==> config.mk <==
export PLATFORM = sky130hd
export DESIGN_NAME = good_mux_sync_flat
export DESIGN_NICKNAME = d
export VERILOG_FILES = /design/src/rtl/good_mux_pkg.sv /design/src/rtl/good_mux_sync_if.sv /design/src/rtl/good_mux_sync2.sv /design/src/rtl/good_mux_sync.sv /design/src/flat_wrapper.sv
export SDC_FILE = /design/constraint.sdc
export NUM_CORES = 1
export LEC_CHECK = 0
export ABC_AREA = 1
export BUFFER_PORTS_ARGS = -buffer_cell sky130_fd_sc_hd__buf_4
export CORE_AREA = 2 2 39 41
export CTS_CLUSTER_DIAMETER = 80
export CTS_CLUSTER_SIZE = 24
export DETAILED_ROUTE_END_ITERATION = 16
export DIE_AREA = 0 0 41 43
export GPL_ROUTABILITY_DRIVEN = 0
export GPL_TIMING_DRIVEN = 0
export SLEW_MARGIN = 40
export SYNTH_ARGS = -nofsm -noshare
export SYNTH_HDL_FRONTEND = slang
export SYNTH_HIERARCHICAL = 1
export SYNTH_SLANG_ARGS = --single-unit
==> constraint.sdc <==
create_clock -name clk -period 1.8 [get_ports clk]
set_input_delay 0 -clock clk [delete_from_list [all_inputs] [get_ports clk]]
set_output_delay 0 -clock clk [all_outputs]
set_load 0.05 [all_outputs]
==> src/rtl/good_mux_pkg.sv <==
// Shared defaults and types for the good_mux_sync select-accounting mux.
package good_mux_pkg;
  localparam int WIDTH_DEF = 1;
  localparam int CNT_W_DEF = 8;

  typedef logic [CNT_W_DEF-1:0] cnt_t;
endpackage

==> src/rtl/good_mux_sync_if.sv <==
// Data/select bundle of good_mux_sync; master drives the inputs, slave is the mux.
interface good_mux_sync_if #(
  parameter int WIDTH = good_mux_pkg::WIDTH_DEF,
  parameter int CNT_W = good_mux_pkg::CNT_W_DEF
);
  logic [WIDTH-1:0] i0;
  logic [WIDTH-1:0] i1;
  logic             sel;
  logic [WIDTH-1:0] y;
  logic [WIDTH-1:0] y_q;
  logic             sel_chg;
  logic [CNT_W-1:0] sw_cnt;

  modport master (output i0, i1, sel, input y, y_q, sel_chg, sw_cnt);
  modport slave  (input i0, i1, sel, output y, y_q, sel_chg, sw_cnt);
endinterface

==> src/rtl/good_mux_sync2.sv <==
// Two-flop reset-to-0 synchronizer for the select line.
module good_mux_sync2 (
  input  logic clk,
  input  logic rst_n,
  input  logic d,
  output logic q
);
  logic s1_d, s1_q, s2_d, s2_q;

  always_comb begin
    s1_d = d;
    s2_d = s1_q;
  end

  always_ff @(posedge clk or negedge rst_n) begin
    if (!rst_n) begin
      s1_q <= 1'b0;
      s2_q <= 1'b0;
    end else begin
      s1_q <= s1_d;
      s2_q <= s2_d;
    end
  end

  assign q = s2_q;
endmodule

==> src/rtl/good_mux_sync.sv <==
// 2:1 mux with combinational and registered outputs plus select-change pulse/counter.
// Define GOOD_MUX_SEL_SYNC_EN to pass sel through a 2-flop synchronizer for the clocked paths.
module good_mux_sync
  import good_mux_pkg::*;
#(
  parameter int WIDTH = WIDTH_DEF,
  parameter int CNT_W = CNT_W_DEF
) (
  input logic            clk,
  input logic            rst_n,
  good_mux_sync_if.slave bus
);
  logic             sel_s;
  logic [WIDTH-1:0] y_q_d, y_q_q;
  logic             sel_d_d, sel_d_q;
  logic             chg_d, chg_q;
  logic [CNT_W-1:0] cnt_d, cnt_q;

`ifdef GOOD_MUX_SEL_SYNC_EN
  good_mux_sync2 u_sync (.clk(clk), .rst_n(rst_n), .d(bus.sel), .q(sel_s));
`else
  assign sel_s = bus.sel;
`endif

  // y uses the raw select so it stays live through reset and ignores the synchronizer.
  assign bus.y = bus.sel ? bus.i1 : bus.i0;

  always_comb begin
    y_q_d   = sel_s ? bus.i1 : bus.i0;
    sel_d_d = sel_s;
    chg_d   = sel_s ^ sel_d_q;
    cnt_d   = cnt_q + CNT_W'(chg_d);
  end

  always_ff @(posedge clk or negedge rst_n) begin
    if (!rst_n) begin
      y_q_q   <= '0;
      sel_d_q <= 1'b0;
      chg_q   <= 1'b0;
      cnt_q   <= '0;
    end else begin
      y_q_q   <= y_q_d;
      sel_d_q <= sel_d_d;
      chg_q   <= chg_d;
      cnt_q   <= cnt_d;
    end
  end

  assign bus.y_q     = y_q_q;
  assign bus.sel_chg = chg_q;
  assign bus.sw_cnt  = cnt_q;
endmodule

==> src/flat_wrapper.sv <==
// flat-port wrapper written by rule: the top's interface ports become plain ports
module good_mux_sync_flat import good_mux_pkg::*;
#(
  parameter int WIDTH = WIDTH_DEF,
  parameter int CNT_W = CNT_W_DEF
)
  (clk, rst_n, bus_i0, bus_i1, bus_sel, bus_y, bus_y_q, bus_sel_chg, bus_sw_cnt);
  good_mux_sync_if #(.WIDTH(WIDTH), .CNT_W(CNT_W)) bus_i ();
  input logic clk;
  input logic rst_n;
  input wire logic [$bits(bus_i.i0)-1:0] bus_i0;
  input wire logic [$bits(bus_i.i1)-1:0] bus_i1;
  input wire logic [$bits(bus_i.sel)-1:0] bus_sel;
  output wire logic [$bits(bus_i.y)-1:0] bus_y;
  output wire logic [$bits(bus_i.y_q)-1:0] bus_y_q;
  output wire logic [$bits(bus_i.sel_chg)-1:0] bus_sel_chg;
  output wire logic [$bits(bus_i.sw_cnt)-1:0] bus_sw_cnt;
  assign bus_i.i0 = bus_i0;
  assign bus_i.i1 = bus_i1;
  assign bus_i.sel = bus_sel;
  assign bus_y = bus_i.y;
  assign bus_y_q = bus_i.y_q;
  assign bus_sel_chg = bus_i.sel_chg;
  assign bus_sw_cnt = bus_i.sw_cnt;
  good_mux_sync #(.WIDTH(WIDTH), .CNT_W(CNT_W)) u_core (.clk(clk), .rst_n(rst_n), .bus(bus_i));
endmodule
==> summary.md <==
| Metric | Value |
|---|---|
| Outcome | completed |
| Fin crit share | 83.2% |
| Chip height | 43 um |
| Worst Hold Class | in2async |
| Hold Vio Cnt, Final | 0 |
| Layout Nets | 73 |
| Synth cell types | 10 |
| EDFF count, synth | 0 |
| CTS tree | yes |
| Max Freq | 667 MHz |
| Die width | 41 um |
| Final setup fails | 0 |
| ANT nets after route | 0 |
| Inserted Clock Buffers | 3 |
| Syn_area_per_cell | 10.5 sq um |
| Final HPWL DP | 605 um |
| Worst Path Max Fanout | 3 |
| Post-Syn Area | 443 sq um |
| Max-cap viol count | 0 |
| CTS max path bufs | 2 |
| Slowest CP cell | dlygate4sd3_1 |
| First-pass iteration count of the detailed router | 4 |
| Setup TNS | 0 ps |
| Sw frac | 47.5% |
| Ant diodes | 0 |
| Yosys warning count | 6 |
| R2r worst-path depth | 6 |
| Area Growth Syn to Fin | 44.9% |
| Layout cells sized above 1 | 29.2% |
| Cell taking the most area after synthesis | dfrtp_1 |
| DR vias/cell | 4.36 |
| Core ar. | 1380 sq um |
| Post-synth ARST share | 100% |
| Final setup margin | 302 ps |
| Total Routing Usage GR | 11.5% |
| P_sw | 523 uW |
| Worst vdd ir | 0.000697 V |
| Sequential area share after synthesis | 62.1% |
| Clock slew at reported path FFs | 60 ps |
| Clock power share | 14.5% |
| Yosys reg bits | 11 |
| Slew Viols, Final | 0 |
| Crit path time final | 1500 ps |
| Final Skew | 1.88 ps |
| DRT iter0 DRCs | 1 |
| Initial Utilization | 32.0% |
| Comb pwr share | 48.8% |
| Crit path DAT | 1650 ps |
| IO Count | 16 |
| Vias post-DR | 353 |
| Seq pwr share | 36.7% |
| Pin count of the biggest net entering global routing | 12 |
| Vias in the first global route | 330 |
| Resized cells post-CTS | 0 |
| Initial antenna violation count | 0 |
| Clock Tree Root | clkbuf_4 |
| DRC Markers | 0 |
| Total grt overflow | 0 |
| Top FF cell, synth | dfrtp_1 |
| WL final | 782 um |
| WL/cell | 9.65 um |
| CP Class | in2reg |
| Crit path launch type | primary input |
| CP endpoint kind | flop |
| Worst-path cell chain | dlygate4sd3_1 > buf_4 > xor2_1 > ha_1 > ha_1 > nand3_1 > o21ai_1 > nand2_1 |
| Synth cell count leaders | dfrtp_1 (11), nand2_1 (11), inv_1 (4), nor2_1 (4), nand3_1 (3) |
| Worst-Margin Slew | 203 ps |
| PwrDens | 1710 nW/um^2 |
| Syn_nets | 49 |
| Cells after Synth | 42 |
| H-tree Lvls | 1 |
| Worst EP required | 1950 ps |
| Most used cell, CP | ha_1 |
| Rows | 14 |
| Area of the die | 1760 sq um |
| Worst skew pair latency | 260 ps |
| Pre-CTS setup slack | 293 ps |
| RSZ-0062 raised after global routing | false |
| CP max stage delay | 530 ps |
| Slew HR | 86.4% |
| Clock sink count | 11 |
| PortBufs | 15 |
| First-pass GRT wire length | 1.28 mm |
| Int Pwr | 578 uW |
| LEAKAGE | 0.000315 uW |
| Synth top area cells | dfrtp_1 (62%), nand2_1 (9.3%), ha_1 (5.6%) |
| Yosys top cell area share | 62.1% |
==> cells by family (layout without fill, tap and decap cells) <==
kind of cell    count (synthesis)  count (layout)  synth area share, %
compound gates                  2               2                 2.26
buf+inv                         4              27                 3.39
xor+xnor                        4               4                 7.91
mux                             1               1                 2.54
flops                          11              11                 62.1
simple gates                   18              18                 16.1
fa+ha+maj                       2               2                 5.65
==> critical path: cells and delay by family <==
| kind | cells | cell delay [ps] |
|---|---|---|
| buffers and inverters | 2 | 670 |
| AOI/OAI and AO/OA | 1 | 150 |
| xor gates and xnor gates | 1 | 190 |
| adders and majority gates | 2 | 420 |
| and+or+nand+nor | 2 | 210 |
==> layout by cell type, fill, tap and decap left out <==
cell | synthesis | layout
mux2_2 | 1 | 1
inv_1 | 4 | 4
nand3_1 | 3 | 3
xor2_1 | 2 | 2
o21ai_1 | 2 | 2
clkbuf_4 | 0 | 3
xnor2_1 | 2 | 2
nor2_1 | 4 | 4
dlygate4sd3_1 | 0 | 4
clkbuf_1 | 0 | 1
buf_4 | 0 | 15
dfrtp_1 | 11 | 11
nand2_1 | 11 | 11
ha_1 | 2 | 2
==> power groups by stage <==
stage                     Combinational [uW]  Sequential (uW)  Clock [uW]
after detailed placement                 537              412           0
after CTS                                545              407         173
final                                    537              404         159
after floorplan                          112              662           0
after global placement                   529              409           0
after global routing                     574              419         183
==> worst paths after layout <==
check / slack, ps / startpoint / to
worst max-delay path: 300 / bus_sel / u_core/bus.sw_cnt[6]$_DFF_PN0_
worst min-delay path: 110 / rst_n / u_core/bus.sw_cnt[7]$_DFF_PN0_
worst max register to register: 320 / u_core/sel_d_q$_DFF_PN0_ / u_core/bus.sw_cnt[6]$_DFF_PN0_
worst min register to register: 480 / u_core/sel_d_q$_DFF_PN0_ / u_core/bus.sel_chg$_DFF_PN0_
max in group asynchronous: 1550 / rst_n / u_core/bus.sw_cnt[6]$_DFF_PN0_
min in group clk: 400 / bus_i1 / bus_y
==> registers in the layout (all words and copies together) (netlist names) <==
register	cells
u_core/bus.y_q	1
u_core/bus.sel_chg	1
u_core/sel_d_q	1
u_core/bus.sw_cnt	8
==> through the flow <==
stage / hold WS (ps) / instances / util (%) / area, sq um / total power [uW]
final: 109 / 81 / 46.4 / 642 / 1100
after global routing: 123 / 81 / 46.4 / 642 / 1180
after CTS: 94.3 / 81 / 46.4 / 642 / 1120
after detailed placement: -158 / 73 / 41.6 / 576 / 948
after global placement: -161 / 73 / 41.6 / 576 / 938
after floorplan: -296 / 42 / - / 443 / 774
==> cell type report <==
cell class	instances	area [sq um]
inverters	4	15.0
fillers	143	742
flip-flops and latches	11	275
multi-input cells	27	153
well taps	16	20.0
repair buffers	19	153
clock buffers	4	26.3
==> repair_timing <==
action / 4_1_cts / 5_1_grt
setup buffers: 0 / 0
endpoints found under the hold margin: 14 / 0
hold buffers: 4 / 0
endpoints found under the setup margin: 0 / 0
==> per-layer routing <==
layer | track usage (%) | wire [um]
met4 | 12.0 | 14
met2 | 16.6 | 398
met3 | 3.14 | 51
met5 | 0 | 0
met1 | 12.0 | 317
Power figures use the tool's default switching activity.
